<file path="src/rtl/rx_sync_monitor.sv">
// ---------------------------------------------------------------------------
// rx_sync_monitor
//
// Purpose:
//   Sync qualification stage between the TVP sync input buffers and the RX
//   capture stage. Everything runs in the TVP_CLK domain. It does four jobs:
//   - re-times HS/VS by one clock and normalises them to active-high
//   - measures clocks per line (LINE_LEN)
//   - measures lines per frame (FRAME_LINES)
//   - runs a lock state machine. RX may only write the line buffer while
//     LOCKED is high.
//
// Handshake / signalling:
//   There is no valid/ready traffic here. LOCKED is a level qualifier for the
//   downstream write enable. LOST is a single-cycle event that lines up with
//   every 1->0 transition of LOCKED. Reset never produces a LOST pulse.
//
// Ports:
//   TVP_CLK      in   1        pixel clock from the TVP decoder
//   RST_N        in   1        asynchronous active-low reset
//   HS_IN        in   1        buffered TVP HSYNC, active level HS_POL
//   VS_IN        in   1        buffered TVP VSYNC, active level VS_POL
//   HS_OUT       out  1        HS_IN normalised to active-high, one clock late
//   VS_OUT       out  1        VS_IN normalised to active-high, one clock late
//   LINE_LEN     out  LINE_W   last measured clocks per line
//   FRAME_LINES  out  FRAME_W  last measured lines per frame
//   LOCKED       out  1        timing stable (RX write enable qualifier)
//   LOST         out  1        one-cycle pulse on LOCKED falling
//   DBG_STATE    out  2        lock FSM state: 0 SEARCH, 1 ACQUIRE, 2 LOCKED
// ---------------------------------------------------------------------------
module rx_sync_monitor #(
  parameter int LINE_W      = 12,
  parameter int FRAME_W     = 10,
  parameter int LINE_TOL    = 2,
  parameter int LOCK_FRAMES = 4,
  parameter bit HS_POL      = 1'b1,
  parameter bit VS_POL      = 1'b1
) (
  input  logic               TVP_CLK,
  input  logic               RST_N,
  input  logic               HS_IN,
  input  logic               VS_IN,
  output logic               HS_OUT,
  output logic               VS_OUT,
  output logic [LINE_W-1:0]  LINE_LEN,
  output logic [FRAME_W-1:0] FRAME_LINES,
  output logic               LOCKED,
  output logic               LOST,
  output logic [1:0]         DBG_STATE
);

  typedef enum logic [1:0] {
    ST_SEARCH  = 2'd0,
    ST_ACQUIRE = 2'd1,
    ST_LOCKED  = 2'd2
  } state_t;

  localparam int SC_W = $clog2(LOCK_FRAMES + 1);

  localparam logic [LINE_W-1:0]  LINE_MAX    = '1;
  // One below saturation. Timeout fires here so that LOCKED drops exactly
  // 2^LINE_W-1 clocks after the edge that cleared the counter.
  localparam logic [LINE_W-1:0]  LINE_PRESAT = LINE_MAX - LINE_W'(1);
  localparam logic [FRAME_W-1:0] FRAME_MAX   = '1;
  localparam logic [LINE_W:0]    TOL         = (LINE_W + 1)'(LINE_TOL);
  localparam logic [SC_W-1:0]    LOCK_CNT    = SC_W'(LOCK_FRAMES);

  // -------------------------------------------------------------------------
  // Input re-timing and edge detection
  // -------------------------------------------------------------------------
  logic hs_norm;
  logic vs_norm;
  logic hs_q;
  logic hs_q2;
  logic vs_q;
  logic vs_q2;
  logic hs_edge;
  logic vs_edge;

  assign hs_norm = HS_POL ? HS_IN : ~HS_IN;
  assign vs_norm = VS_POL ? VS_IN : ~VS_IN;

  always_ff @(posedge TVP_CLK or negedge RST_N) begin
    if (!RST_N) begin
      hs_q  <= 1'b0;
      hs_q2 <= 1'b0;
      vs_q  <= 1'b0;
      vs_q2 <= 1'b0;
    end else begin
      hs_q  <= hs_norm;
      hs_q2 <= hs_q;
      vs_q  <= vs_norm;
      vs_q2 <= vs_q;
    end
  end

  // The edges are seen one clock after the input changes. That is the same
  // cycle in which HS_OUT/VS_OUT first show the active level.
  assign hs_edge = hs_q & ~hs_q2;
  assign vs_edge = vs_q & ~vs_q2;

  assign HS_OUT = hs_q;
  assign VS_OUT = vs_q;

  // -------------------------------------------------------------------------
  // Line measurement
  // -------------------------------------------------------------------------
  logic [LINE_W-1:0]  line_cnt;
  logic [LINE_W-1:0]  line_len;
  logic [LINE_W-1:0]  line_next_len;
  logic               line_sat;
  logic signed [LINE_W:0] line_diff;
  logic [LINE_W:0]    line_abs;
  logic               line_ok;
  logic               first_line;
  logic               timeout;

  assign line_sat      = (line_cnt == LINE_MAX);
  assign line_next_len = line_cnt + LINE_W'(1);

  // The delta is computed one bit wider and signed. This way a large
  // positive or negative step cannot wrap into the tolerance window.
  assign line_diff = $signed({1'b0, line_next_len}) - $signed({1'b0, line_len});
  assign line_abs  = line_diff[LINE_W] ? $unsigned(-line_diff) : $unsigned(line_diff);

  // A line that ran into saturation has no valid length. It never counts as
  // stable, except as the first line after SEARCH.
  assign line_ok = first_line | (~line_sat & (line_abs <= TOL));

  // Timeout holds as a level while no HSYNC arrives. This lets a stalled
  // source also pull ACQUIRE back to SEARCH.
  assign timeout = ~hs_edge & (line_cnt >= LINE_PRESAT);

  always_ff @(posedge TVP_CLK or negedge RST_N) begin
    if (!RST_N) begin
      line_cnt <= '0;
      line_len <= '0;
    end else if (hs_edge) begin
      line_cnt <= '0;
      // A saturated count would be a false measurement, so the last good
      // value is kept instead.
      if (!line_sat) begin
        line_len <= line_next_len;
      end
    end else if (!line_sat) begin
      line_cnt <= line_next_len;
    end
  end

  assign LINE_LEN = line_len;

  // -------------------------------------------------------------------------
  // Frame measurement
  // -------------------------------------------------------------------------
  logic [FRAME_W-1:0] frame_cnt;
  logic [FRAME_W-1:0] frame_lines;
  logic [FRAME_W-1:0] frame_cnt_hs;
  logic               frame_bad;
  logic               frame_bad_now;
  logic               first_frame;
  logic               frame_ok;

  // An hs_edge is folded into the running count before any frame close in
  // the same cycle. A line whose HSYNC coincides with VSYNC therefore belongs
  // to the frame that is ending.
  assign frame_cnt_hs = (hs_edge && (frame_cnt != FRAME_MAX)) ?
                        frame_cnt + FRAME_W'(1) : frame_cnt;

  assign frame_bad_now = frame_bad | (hs_edge & ~line_ok);

  // The first frame closed after SEARCH has no trusted predecessor. For that
  // frame only the per-line stability is considered.
  assign frame_ok = (first_frame | (frame_cnt_hs == frame_lines)) & ~frame_bad_now;

  always_ff @(posedge TVP_CLK or negedge RST_N) begin
    if (!RST_N) begin
      frame_cnt   <= '0;
      frame_lines <= '0;
      frame_bad   <= 1'b0;
    end else if (vs_edge) begin
      frame_cnt   <= '0;
      frame_lines <= frame_cnt_hs;
      frame_bad   <= 1'b0;
    end else begin
      frame_cnt   <= frame_cnt_hs;
      frame_bad   <= frame_bad_now;
    end
  end

  assign FRAME_LINES = frame_lines;

  // -------------------------------------------------------------------------
  // "First after SEARCH" markers
  // -------------------------------------------------------------------------
  state_t state;
  state_t next_state;

  always_ff @(posedge TVP_CLK or negedge RST_N) begin
    if (!RST_N) begin
      first_line  <= 1'b0;
      first_frame <= 1'b0;
    end else begin
      if (state == ST_SEARCH) begin
        first_line <= 1'b1;
      end else if (hs_edge) begin
        first_line <= 1'b0;
      end
      if (state == ST_SEARCH) begin
        first_frame <= 1'b1;
      end else if (vs_edge) begin
        first_frame <= 1'b0;
      end
    end
  end

  // -------------------------------------------------------------------------
  // Lock state machine
  // -------------------------------------------------------------------------
  logic [SC_W-1:0] stable_cnt;
  logic [SC_W-1:0] stable_next;
  logic [SC_W-1:0] stable_inc;
  logic            fault;

  assign stable_inc = stable_cnt + SC_W'(1);
  assign fault      = timeout | (hs_edge & ~line_ok) | (vs_edge & ~frame_ok);

  always_ff @(posedge TVP_CLK or negedge RST_N) begin
    if (!RST_N) begin
      state      <= ST_SEARCH;
      stable_cnt <= '0;
    end else begin
      state      <= next_state;
      stable_cnt <= stable_next;
    end
  end

  always_comb begin
    next_state  = state;
    stable_next = stable_cnt;
    case (state)
      ST_SEARCH: begin
        stable_next = '0;
        if (vs_edge && !timeout) begin
          next_state = ST_ACQUIRE;
        end
      end
      ST_ACQUIRE: begin
        if (timeout) begin
          next_state  = ST_SEARCH;
          stable_next = '0;
        end else if (vs_edge) begin
          if (frame_ok) begin
            stable_next = stable_inc;
            if (stable_inc >= LOCK_CNT) begin
              next_state = ST_LOCKED;
            end
          end else begin
            stable_next = '0;
          end
        end
      end
      ST_LOCKED: begin
        if (fault) begin
          next_state  = ST_SEARCH;
          stable_next = '0;
        end
      end
      default: begin
        next_state  = ST_SEARCH;
        stable_next = '0;
      end
    endcase
  end

  // LOCKED and LOST are registered from the same next-state decision. This
  // keeps the LOST pulse aligned with the cycle in which LOCKED goes low.
  always_ff @(posedge TVP_CLK or negedge RST_N) begin
    if (!RST_N) begin
      LOCKED <= 1'b0;
      LOST   <= 1'b0;
    end else begin
      LOCKED <= (next_state == ST_LOCKED);
      LOST   <= (state == ST_LOCKED) && (next_state != ST_LOCKED);
    end
  end

  assign DBG_STATE = state;

endmodule

</file>
<file path="config.mk">
export PLATFORM = sky130hd
export DESIGN_NAME = rx_sync_monitor
export DESIGN_NICKNAME = d
export VERILOG_FILES = /design/src/rtl/rx_sync_monitor.sv
export SDC_FILE = /design/constraint.sdc
export NUM_CORES = 1
export LEC_CHECK = 0
export CORE_AREA = 8 8 113 115
export CTS_CLUSTER_SIZE = 10
export DETAILED_ROUTE_END_ITERATION = 8
export DIE_AREA = 0 0 121 123
export MAX_ROUTING_LAYER = met4
export SLEW_MARGIN = 5
export SYNTH_ARGS = -nofsm -noshare
export SYNTH_HDL_FRONTEND = slang
export SYNTH_SLANG_ARGS = --single-unit
</file>
<file path="constraint.sdc">
create_clock -name TVP_CLK -period 6.1 [get_ports TVP_CLK]
set_input_delay 1.22 -clock TVP_CLK [delete_from_list [all_inputs] [get_ports TVP_CLK]]
set_output_delay 1.22 -clock TVP_CLK [all_outputs]
set_load 0.05 [all_outputs]
</file>
# --- After elaboration in Yosys (flattened, before gate mapping) ---
# Index checks and enable logic that the tools add are counted.
# Widths: inputs -> output; s select.
word_totals:
  reg_bits: 58
  word_cells: 83
op_classes:
  bitwise_logic: 19
  addsub: 5
  n_lt_le_gt_ge: 3
  n_mux: 22
  reduce_logical: 9
  n_eq_ne: 10
op_table:
  columns: ["cell", "n"]
  rows:
  - ["$mux 12", 2]
  - ["$mux 10", 2]
  - ["$le 13x2->1 const B", 1]
  - ["$mux 13", 1]
  - ["$neg 13->13", 1]
  - ["$sub 12x12->13", 1]
  - ["$add 12x1->12 const B", 1]
  - ["$eq 12x12->1 const B", 1]
  - ["$ge 12x12->1 const B", 1]
  - ["$mux 2", 6]
  - ["$mux 3", 4]
  - ["$add 10x1->10 const B", 1]
  - ["$eq 10x10->1", 1]
  - ["$ne 10x10->1 const B", 1]
  - ["$and 1x1->1", 7]
  - ["$not 1->1", 7]
  - ["$ne 2x2->1 const B", 3]
  - ["$pmux 2 s3", 1]
  - ["$pmux 3 s2", 1]
  - ["$mux 1", 5]
  - ["$or 1x1->1", 5]
  - ["$eq 2x2->1 const B", 2]
  - ["$reduce_and 2->1", 2]
  - ["$reduce_bool 2->1", 2]
  - ["other kinds (7)", 9]

# --- Depth between registers and ports, before layout ---
depth:
  ltp_word: 19
  mapped_depth: 18
  depth_no_buf: 17

# --- Worst setup path after synthesis ---
# OpenSTA, ideal clock, no wires.
synth_timing:
  path_type: "register to register"
  start: "register line_cnt[0]"
  end: "register stable_cnt[0]"
  path_slack_ns: 2.451
  synth_period_minus_slack_ns: 3.649
  t_arrival_ns: 3.528
  stages_incl_launch_ff: 15
  required_ns: 5.979
  setup_time_ns: 0.121
  cell_sequence: "dfrtp_1 > clkbuf_1 > inv_1 > ha_1 > fa_1 > nand2b_1 > a211o_1 > a211o_1 > and2_4 > a211oi_1 > nor4_4 > o2111ai_4 > a211oi_4 > o22a_2 > a22o_1"
synth_between:
  elab_chain_cells: 17
  elab_cells_between_ends: 27
  classes_between: "add/sub: 3; order compare: 2; eq/ne: 3; mux: 5; bitwise: 13; reduce/logical: 1"
synth_lines:
  columns: ["item", "line", "text"]
  rows:
  - ["start, declared", "108", "logic [LINE_W-1:0] line_cnt;"]
  - ["start signal, assigned", "146", "line_cnt <= line_next_len;"]
  - ["$add 12x1->12 (*)", "119", "assign line_next_len = line_cnt + LINE_W'(1);"]
  - ["via line_next_len[0]", "110", "logic [LINE_W-1:0] line_next_len;"]
  - ["$sub 12x12->13 (*)", "123", "assign line_diff = $signed({1'b0, line_next_len}) - $signed({1'b0, line_len});"]
  - ["$neg 13->13", "124", "assign line_abs = line_diff[LINE_W] ? $unsigned(-line_diff) : $unsigned(line_diff);"]
  - ["$mux 13 (*)", "124", null]
  - ["$le 13x2->1 (*)", "128", "assign line_ok = first_line | (~line_sat & (line_abs <= TOL));"]
  - ["$and 1x1->1 (*)", "128", null]
  - ["$or 1x1->1 (*)", "128", null]
  - ["(+2 left out)", null, null]
  - ["$or 1x1->1", "169", "assign frame_bad_now = frame_bad | (hs_edge & ~line_ok);"]
  - ["$not 1->1", "173", "assign frame_ok = (first_frame | (frame_cnt_hs == frame_lines)) & ~frame_bad_now;"]
  - ["$and 1x1->1", "173", null]
  - ["$not 1->1", "225", "assign fault = timeout | (hs_edge & ~line_ok) | (vs_edge & ~frame_ok);"]
  - ["$and 1x1->1", "225", null]
  - ["$or 1x1->1", "225", null]
  - ["$ne 2x2->1 (no source line)", null, null]
  - ["$reduce_and 2->1 (no source line)", null, null]
  - ["end signal, assigned", "233", "stable_cnt <= stable_next;"]
  - ["end, declared", "219", "logic [SC_W-1:0] stable_cnt;"]
# The timed path passes the listed nets; every way through them passes the cells marked *. The select of a mux whose other input is x is not followed.
# A chain may end at the register's enable or synchronous reset.

# --- Worst setup path after layout ---
# Same ends and word-level chain as after synthesis.

==> impl_metrics.ini <==
[detailed_routing]
wl_met2_um = 4982
wl_met1_um = 4973
top_layer = met4
wirelength_um = 10430
final_antenna_net_count = 0
drt-pass1-iter-count = 4
drc = 0
via_per_inst = 5.533
vias = 3635
wl_met3_um = 316
route.detailed.wl_per_inst_um = 15.88
first_iter_violations = 245

[final_layout]
layoutNonFillerInstCount = 657
drive_above_1_share_pct = 10.51
finalNetCount = 531
layout_common_cells = dfrtp_1 (58), nand2_1 (49), o21ai_0 (35)
fill_cells = 1077
syn_to_final_growth_pct = 15.97
diodes = 0
layout_commonest_cell = dfrtp_1

[logic_synthesis]
async_flop_share_pct = 100.0
yosys_warnings = 0
ys_seq_area_share_pct = 33.93
ys_types = 89
yosys.area.top_type_share_pct = 33.93
ys_ff_latch = 58
synth_edf_count = 0
syn-cell-area_um2 = 4278
yosys_most_used_dff = dfrtp_1
synth_cells = 487
avgSynthCellArea_um2 = 8.784
synthTopCellsByArea = dfrtp_1 (34%), ha_1 (5.0%), nand2_1 (4.3%)
syn-num-nets = 509
yosys.area.top_type = dfrtp_1

[global_route]
grt_overflow = 0
grt_usage_pct = 15.20
grt_max_degree = 59
grt_pass1_vias = 3521
grt_pass1_wl_um = 17790
grt_antenna_before_repair = 0

[power]
seqPwrFrac_pct = 21.5
intPower_mw = 1.261
power_density_nw_per_um2 = 450.0
pwr-share-clk_pct = 22.5
p_leak_nw = 2.137
p_comb_share_pct = 56.0
p_switching_mw = 0.9720
p_sw_share_pct = 43.54
power_mw = 2.232
ir_drop_v = 0.0002350

[clocking]
htreeDepth = 3
cts_setup_buffers = 0
cts_sinks = 58
clock_path_buffers = 2
ctsRootBufferMaster = clkbuf_16
cts_resized = 0
cts_tree = built
ctsHoldBuffers = 0
clk_pin_slew_ns = 0.05
clk_latency_ns = 0.33
cts_buffers = 9

[timing]
rsz0062_at_grt = false
period_share_pct = 68.10
setup_tns_ns = 0
slew_headroom_pct = 39.86
hold_viol = 0
maxClockFrequency_ghz = 0.2407
finalClockSkew_ns = 0.005409
fin_hold_ws_ns = 0.4185
drv_slew = 0
period_needed_ns = 4.154
finalSetupViolations = 0
max_slew.worst_pin.slew_ns = 0.9020

[floorplan]
num_rows = 39
die_w_um = 121
core_area_um2 = 11080
dieHeight_um = 123
io_pins = 32
start_util_pct = 38.62
die-area_um2 = 14880

[place]
placed_cells = 641
gp_congestion = 0.8879
portBuffers = 31
dp_hpwl_um = 7694

[worst_setup_path]
required_ns = 6.36
reg2reg_depth = 15
cp.arrival_ns = 4.42
cp-start-kind = register
path_max_fanout = 12
r2r-end = stable_cnt[0]
r2r_slack_ns = 1.95
timing.rr.start = line_cnt[0]
crit_start = line_cnt[0]
end_kind = register
crit_type = register to register

[worst_hold_path]
hold_class = register to register
holdCritStartpoint = VS_OUT
worstHoldPathCells = 0
worstHoldEndpoint = vs_q2

[status]
status = complete, no violations

[job]
maxCapViolations = 0
sequential cells by signal, summed over array words and instances, names as in the netlist:
| signal | count |
|---|---|
| first_line | 1 |
| frame_bad | 1 |
| LINE_LEN | 12 |
| VS_OUT | 1 |
| frame_cnt | 10 |
| line_cnt | 12 |
| stable_cnt | 3 |
| first_frame | 1 |
| hs_q2 | 1 |
| DBG_STATE | 2 |
| LOCKED | 1 |
| LOST | 1 |
| FRAME_LINES | 10 |
| HS_OUT | 1 |
| vs_q2 | 1 |
through the flow:
step	setup WS, ns	instance area [um2]	utilization (%)
after floorplan	2.451	4278	-
after detailed placement	1.972	4664	42.11
after CTS	1.933	4961	44.79
after global routing	1.566	4961	44.79
after global placement	2.067	4664	42.11
final	1.946	4961	44.79
worst max path at each step:
stage / endpoint / slack, ns / cells after the start
finish: stable_cnt[0] / 1.95 / 15
detailed placement: stable_cnt[0] / 1.97 / 15
floorplan: stable_cnt[0] / 2.45 / 14
global placement: stable_cnt[0] / 2.07 / 16
CTS: stable_cnt[0] / 1.93 / 15
global route: stable_cnt[0] / 1.57 / 15
routing by layer:
layer / global-route usage [%] / vias to the layer above
li1: - / 1813
met1: 19.35 / 1749
met2: 23.90 / 61
met3: 2.420 / 12
met4: 5.699 / 0
met5: - / -
area by class of cell:
cell class / count / area (um2) / area share (%)
Clock inverter: 5 / 53.80 / 1.084
Inverter: 33 / 123.9 / 2.497
Timing Repair Buffer: 34 / 327.8 / 6.608
Multi-Input combinational cell: 373 / 2582 / 52.06
Tap cell: 143 / 178.9 / 3.607
Sequential cell: 58 / 1451 / 29.26
Clock buffer: 11 / 242.7 / 4.893
critical path: stages (launching register included):
cell and delay [ns]:
dfrtp_1 0.55, ha_1 0.31, nand2_1 0.09, xor2_1 0.21, inv_1 0.07, ha_1 0.43
a21o_1 0.24, a221o_1 0.34, a211o_1 0.25, a21oi_2 0.18, xor2_2 0.10, a2111oi_2 0.40
o2111ai_4 0.24, a211oi_4 0.33, o22a_2 0.20, a22o_1 0.16
cells in the mapped netlist (3+ instances only):
| cell | count |
|---|---|
| ha_1 | 17 |
| o21ai_0 | 35 |
| nand2_1 | 49 |
| nor4_1 | 3 |
| and4_1 | 3 |
| nor2_1 | 34 |
| a221oi_1 | 3 |
| xor2_1 | 15 |
| a21o_1 | 5 |
| nor3b_1 | 3 |
| nor3_1 | 9 |
| nand4b_1 | 3 |
| xnor2_1 | 15 |
| a31oi_1 | 4 |
| and2_1 | 4 |
| o31a_1 | 3 |
| and3_1 | 5 |
| buf_2 | 11 |
| a211o_1 | 3 |
| nand2b_1 | 10 |
| a21oi_2 | 4 |
| o21ai_1 | 3 |
| o21a_1 | 4 |
| o22a_2 | 3 |
| inv_1 | 32 |
| mux2i_1 | 3 |
| a211oi_1 | 5 |
| nand3_1 | 20 |
| nand4_1 | 6 |
| dfrtp_1 | 58 |
| o211ai_1 | 3 |
| clkbuf_1 | 8 |
| nor2b_1 | 4 |
| o2111ai_1 | 4 |
| a21oi_1 | 29 |
logic make-up (layout without fill, tap and decap cells):
family	after synthesis	count (layout)	share of synthesized area (%)
XOR/XNOR	33	33	7.693
flip-flops	58	58	33.93
AO/OA/AOI/OAI	140	140	24.01
adder cells (fa/ha/maj)	18	18	5.440
buffers and inverters	56	83	5.703
multiplexers	3	3	0.7020
AND/OR/NAND/NOR	179	179	22.52
power by group through the flow:
stage,Sequential (mW),Combinational [mW],Clock (mW)
CTS,0.480,1.25,0.515
detailed placement,0.486,1.24,0
global route,0.488,1.38,0.532
floorplan,0.522,0.970,0
global placement,0.485,1.23,0
finish,0.480,1.25,0.502
Note: power is estimated with default switching activity, not from simulation.
